[src/rtl/l0_skew_buffer.sv]
// L0 input buffer: ROW parallel-written row FIFOs, read all at once or with per-row diagonal skew.
// Define L0_ERR_EN to add the sticky o_err[1:0] port (dropped write / empty-row read).
module l0_skew_buffer #(
  parameter int unsigned ROW   = 8,
  parameter int unsigned BW    = 4,
  parameter int unsigned DEPTH = 64
) (
  input  logic              clk,
  input  logic              reset,
  input  logic              wr,
  input  logic [ROW*BW-1:0] in,
  input  logic              rd,
  input  logic              mode,
  output logic [ROW*BW-1:0] out,
  output logic [ROW-1:0]    o_valid,
  output logic              o_full,
  output logic              o_ready,
  output logic              o_empty,
`ifdef L0_ERR_EN
  output logic [1:0]        o_err,
`endif
  output logic              o_busy
);

  localparam int unsigned AW = $clog2(DEPTH);
  localparam logic [AW:0] FullCnt = (AW+1)'(DEPTH);

  logic [BW-1:0] mem_q [ROW][DEPTH];
  logic [BW-1:0] mem_d [ROW][DEPTH];
  logic [AW-1:0] wr_ptr_q [ROW];
  logic [AW-1:0] wr_ptr_d [ROW];
  logic [AW-1:0] rd_ptr_q [ROW];
  logic [AW-1:0] rd_ptr_d [ROW];
  logic [AW:0]   count_q [ROW];
  logic [AW:0]   count_d [ROW];

  logic [ROW-1:0]    rd_pipe_q, rd_pipe_d;
  logic [ROW-1:0]    valid_q, valid_d;
  logic [ROW*BW-1:0] out_q, out_d;
  logic              mode_q, mode_d;

  logic [ROW-1:0] row_full, row_empty, pop;
  logic           push;

  always_comb begin
    for (int i = 0; i < ROW; i++) begin
      row_full[i]  = (count_q[i] == FullCnt);
      row_empty[i] = (count_q[i] == '0);
    end
  end

  assign o_full  = |row_full;
  assign o_ready = ~o_full;
  assign o_empty = &row_empty;
  assign o_busy  = |rd_pipe_q;
  assign out     = out_q;
  assign o_valid = valid_q;

  // Fullness comes from registered counts, so a same-cycle pop never frees a slot for a push.
  assign push = wr & o_ready;
  assign pop  = rd_pipe_q & ~row_empty;

  always_comb begin
    mem_d = mem_q;
    for (int i = 0; i < ROW; i++) begin
      wr_ptr_d[i] = wr_ptr_q[i];
      rd_ptr_d[i] = rd_ptr_q[i];
      count_d[i]  = count_q[i];
      if (push) begin
        mem_d[i][wr_ptr_q[i]] = in[i*BW +: BW];
        wr_ptr_d[i] = wr_ptr_q[i] + AW'(1);
      end
      if (pop[i]) begin
        rd_ptr_d[i] = rd_ptr_q[i] + AW'(1);
      end
      unique case ({push, pop[i]})
        2'b10:   count_d[i] = count_q[i] + (AW+1)'(1);
        2'b01:   count_d[i] = count_q[i] - (AW+1)'(1);
        default: count_d[i] = count_q[i];
      endcase
    end
  end

  always_comb begin
    out_d   = out_q;
    valid_d = pop;
    for (int i = 0; i < ROW; i++) begin
      if (pop[i]) begin
        out_d[i*BW +: BW] = mem_q[i][rd_ptr_q[i]];
      end
    end
  end

  // Staggered mode shifts the read request one row per cycle; mode only switches when idle.
  always_comb begin
    if (mode_q) begin
      rd_pipe_d = {rd_pipe_q[ROW-2:0], rd};
    end else begin
      rd_pipe_d = {ROW{rd}};
    end
    mode_d = mode_q;
    if ((rd_pipe_q == '0) && !rd) begin
      mode_d = mode;
    end
  end

`ifdef L0_ERR_EN
  logic [1:0] err_q, err_d;

  always_comb begin
    err_d    = err_q;
    err_d[0] = err_q[0] | (wr & o_full);
    err_d[1] = err_q[1] | (|(rd_pipe_q & row_empty));
  end

  always_ff @(posedge clk) begin
    if (reset) begin
      err_q <= '0;
    end else begin
      err_q <= err_d;
    end
  end

  assign o_err = err_q;
`endif

  // Storage needs no reset: counts gate every read.
  always_ff @(posedge clk) begin
    mem_q <= mem_d;
  end

  always_ff @(posedge clk) begin
    if (reset) begin
      for (int i = 0; i < ROW; i++) begin
        wr_ptr_q[i] <= '0;
        rd_ptr_q[i] <= '0;
        count_q[i]  <= '0;
      end
      rd_pipe_q <= '0;
      valid_q   <= '0;
      out_q     <= '0;
      mode_q    <= 1'b0;
    end else begin
      for (int i = 0; i < ROW; i++) begin
        wr_ptr_q[i] <= wr_ptr_d[i];
        rd_ptr_q[i] <= rd_ptr_d[i];
        count_q[i]  <= count_d[i];
      end
      rd_pipe_q <= rd_pipe_d;
      valid_q   <= valid_d;
      out_q     <= out_d;
      mode_q    <= mode_d;
    end
  end

endmodule
[config.mk]
export PLATFORM = sky130hd
export DESIGN_NAME = l0_skew_buffer
export DESIGN_NICKNAME = d
export VERILOG_FILES = /design/src/rtl/l0_skew_buffer.sv
export SDC_FILE = /design/constraint.sdc
export NUM_CORES = 2
export LEC_CHECK = 0
export BUFFER_PORTS_ARGS = -buffer_cell sky130_fd_sc_hd__buf_2
export CORE_ASPECT_RATIO = 1.2
export CORE_MARGIN = 1
export CORE_UTILIZATION = 60
export CTS_CLUSTER_SIZE = 20
export DETAILED_ROUTE_END_ITERATION = 8
export PLACE_DENSITY = 0.88
export SLEW_MARGIN = 20
export SYNTH_ARGS = -nofsm -noshare
export SYNTH_HDL_FRONTEND = slang
export SYNTH_SLANG_ARGS = --single-unit
[constraint.sdc]
create_clock -name clk -period 13.7 [get_ports clk]
set_clock_uncertainty 0.2 [all_clocks]
set_input_delay 1.37 -clock clk [delete_from_list [all_inputs] [get_ports clk]]
set_output_delay 1.37 -clock clk [all_outputs]
set_load 0.02 [all_outputs]
==> reports/metrics.csv <==
stage,metric,value,unit
cts,CTS Hold Buffers Added,0,
cts,postcts setup bufs,0,
grt,Top Usage Layer GRT,met2,
worst_hold_path,Worst Hold Launch,rd_pipe_q[0]$_SDFF_PP0_,
power_and_ir_drop,P per Cell Area,158,nW/um2
grt,largest net degree at the start of global routing,89,
detailed_routing,drt pass-1 iters,6,
critical_path,Crit path largest cell delay,0.63,ns
grt,met1 usage,0.329,
synth,Synth Instances,5400,
detailed_routing,DR vias/cell,6.65,
critical_path,crit path max fanout,64,
synth,dominant cell type by area after synthesis,edfxtp_1,
cts,# resized after CTS,0,
sta,unrepaired setup endpoints after global routing,false,
sta,final hold vios,0,
sta,Highest Clock Rate,201,MHz
grt,gr ovfl total,0,
floorplanning,die width,358,um
cts,"Reg clk slew, reported paths",0.07,ns
synth,synthesis-stage register bit count,2249,
synth,Synth Net Count,5478,
synth,total number of yosys warnings,0,
power_and_ir_drop,worst vdd ir,0.164,mV
placement,pre-CTS WS,8.43,ns
detailed_routing,routed wire length,200000,um
sta,Fin Setup TNS,0,ns
critical_path,Worst EP required,14.24,ns
sta,relative slew slack,0.233,
synth,async set or reset register ratio after synthesis,0,
detailed_routing,Remaining DRCs,0,
placement,count of input and output buffers,80,
floorplanning,Die ar.,154000,um2
critical_path,CP startpoint,count_q[1][8]$_SDFFE_PP0P_,
sta,slew at the pin closest to its max-slew limit,1.15,ns
sta,final setup fails,0,
synth,top-area cell type share of the netlist area,0.674,
synth,Synth cell types,67,
critical_path,WS Path Type,register to register,
placement,routability cong.,0.866,
grt,antenna violations before repair,0,
critical_path,worst path cell trace,"or4_4, nor3_1, a32oi_1, and4_4, inv_2, buf_4, ha_1, xor2_1, ha_1, a21oi_1, o21ai_0, a221oi_1, a221oi_1, or3_1, a21oi_1",
synth,number of synthesized flops with an enable pin,2048,
sta,Final Slew Violations,0,
finish,FILL cells,9064,
synth,"count leader, synth",edfxtp_1,
floorplanning,Core Area,151000,um2
cts,clk root buf,clkbuf_16,
detailed_routing,drt wl/cell,26.6,um
cts,TritonCTS clock tree,yes,
critical_path,crit start category,register,
floorplanning,# rows,156,
detailed_routing,total number of vias,50000,
grt,first-pass GRT wire length,304000,um
synth,sequential area share after synthesis,0.719,
cts,CTS sink count,2249,
cts,Worst-Skew Late Latency,0.83,ns
critical_path,"CP delay by family, top",simple AND/OR/NAND/NOR gates,
power_and_ir_drop,Final Power,15.7,mW
grt,met2 track demand over resource,0.442,
finish,share of layout cells above drive strength 1,0.166,
sta,Final min period,4.98,ns
grt,Total Routing Usage GR,0.261,
synth,"top cells by count, synth","edfxtp_1, nor2_1, mux4_2, mux2i_1, dfxtp_1",
grt,met3 Resource Use GR,0.0478,
finish,area delta synth->final,9.19,%
worst_hold_path,Tightest Hold Check Type,register to register,
finish,Final #Nets,5453,
floorplanning,Die H,429,um
critical_path,critical path buffer and inverter count,2,
synth,top_reg_cell synth,edfxtp_1,
status,status,"finished, final reports clean",
cts,H-tree depth,4,
critical_path,worst r2r src,count_q[1][8]$_SDFFE_PP0P_,
synth,syn avg cell area,16.9,um2
sta,PnR worst setup slack,8.72,ns
floorplanning,Initial Utilization,0.605,
critical_path,Slowest cell on crit path,ha_1,
cts,CTS max path bufs,3,
critical_path,crit path capture type,register,
synth,synth top area cells,"edfxtp_1, mux4_2, dfxtp_1",
run,Max Cap Viol,0,
cts,Num CTS Buffers,196,
placement,dpl hpwl,115000,um
power_and_ir_drop,leak pwr,30.5,nW
floorplanning,IO Count,81,
sta,period utilization,0.363,
detailed_routing,DR iter-0 viols,6577,
critical_path,crit path DAT,5.52,ns
finish,ant diodes,0,
detailed_routing,Detail Route Antenna Nets,0,
synth,Synth Cell Area,91200,um2
grt,vias in the first global route,51200,
[flip-flops by register name, summed over array words and instances, names as in the netlist]
signal / flops
mem_q: 2048
count_q: 56
rd_ptr_q: 48
wr_ptr_q: 48
out: 32
o_valid: 8
rd_pipe_q: 8
mode_q: 1
[worst paths after layout]
path	to	slack [ns]	cells past startpoint
hold reg to reg	rd_pipe_q[1]$_SDFF_PP0_	0.29	2
setup reg to reg	count_q[1][13]$_SDFFE_PP0P_	8.72	15
hold / removal	rd_pipe_q[1]$_SDFF_PP0_	0.29	2
setup / recovery	count_q[1][13]$_SDFFE_PP0P_	8.72	15
[through the flow]
stage / instances / utilization / area [um2] / hold WS, ns
global placement: 7151 / 0.616 / 92900 / 0.251
detailed placement: 7151 / 0.616 / 92900 / 0.254
CTS: 7513 / 0.660 / 99500 / 0.283
floorplan: 5400 / - / 91200 / 0.255
global route: 7514 / 0.661 / 99600 / 0.304
finish: 7514 / 0.661 / 99600 / 0.289
[logic make-up (layout without fill, tap and decap cells)]
family / count (synthesis) / after routing / synth area share
buf+inv: 387 / 526 / 0.0183
simple gates: 1288 / 1288 / 0.0664
mux: 724 / 724 / 0.137
xor+xnor: 104 / 104 / 0.00999
flops: 2249 / 2249 / 0.719
fa+ha+maj: 41 / 41 / 0.00563
compound gates: 607 / 607 / 0.0440
[cell type report]
type / count / area (um2) / share of cell area
repair buffers: 117 / 769 / 0.00773
well taps: 1975 / 2470 / 0.0248
inverters: 47 / 176 / 0.00177
flip-flops and latches: 2249 / 65600 / 0.659
clock inverters: 123 / 1360 / 0.0137
clock buffers: 239 / 5220 / 0.0525
multi-input cells: 2764 / 24000 / 0.241
[placed cells by master, fill, tap and decap left out, types with 16 or more instances in the layout]
master,instances
or3_1,63
nor3b_1,17
mux2_2,33
nand4_1,21
mux2i_1,274
ha_1,41
nand3b_1,49
clkinv_1,37
xnor2_1,36
xor2_1,68
nand2b_1,25
o21ai_0,113
clkbuf_1,33
clkinv_2,36
nand3_1,137
nor2b_1,77
o221ai_1,92
nand2_1,125
a211oi_1,28
inv_1,41
nor2_1,665
buf_4,65
clkbuf_16,201
o22ai_1,43
mux4_2,416
dfxtp_2,16
and3b_1,19
buf_2,50
a21o_1,23
dfxtp_1,177
a21oi_1,163
nor3_1,30
edfxtp_1,2048
bufinv_16,28
o31ai_1,22
[worst reg2reg max path: stages, from the launching register on]
cell	delay [ns]
dfxtp_1	0.39
or4_4	0.56
nor3_1	0.15
a32oi_1	0.14
and4_4	0.25
inv_2	0.13
buf_4	0.62
ha_1	0.64
xor2_1	0.14
ha_1	0.22
a21oi_1	0.26
o21ai_0	0.16
a221oi_1	0.40
a221oi_1	0.17
or3_1	0.33
a21oi_1	0.15
[where the power goes]
part / total, mW / switching [mW] / leakage (nW) / internal (mW)
sequential: 7.94 / 0.274 / 20.1 / 7.67
clock: 5.69 / 2.45 / 3.20 / 3.24
combinational: 2.07 / 1.23 / 7.25 / 0.839
[layer usage]
| metal | wire (um) | part of all wire |
|---|---|---|
| met1 | 70700 | 0.35 |
| met2 | 102000 | 0.51 |
| met3 | 18200 | 0.091 |
| met4 | 8800 | 0.044 |
| met5 | 0 | 0 |
Power figures use the tool's default switching activity.
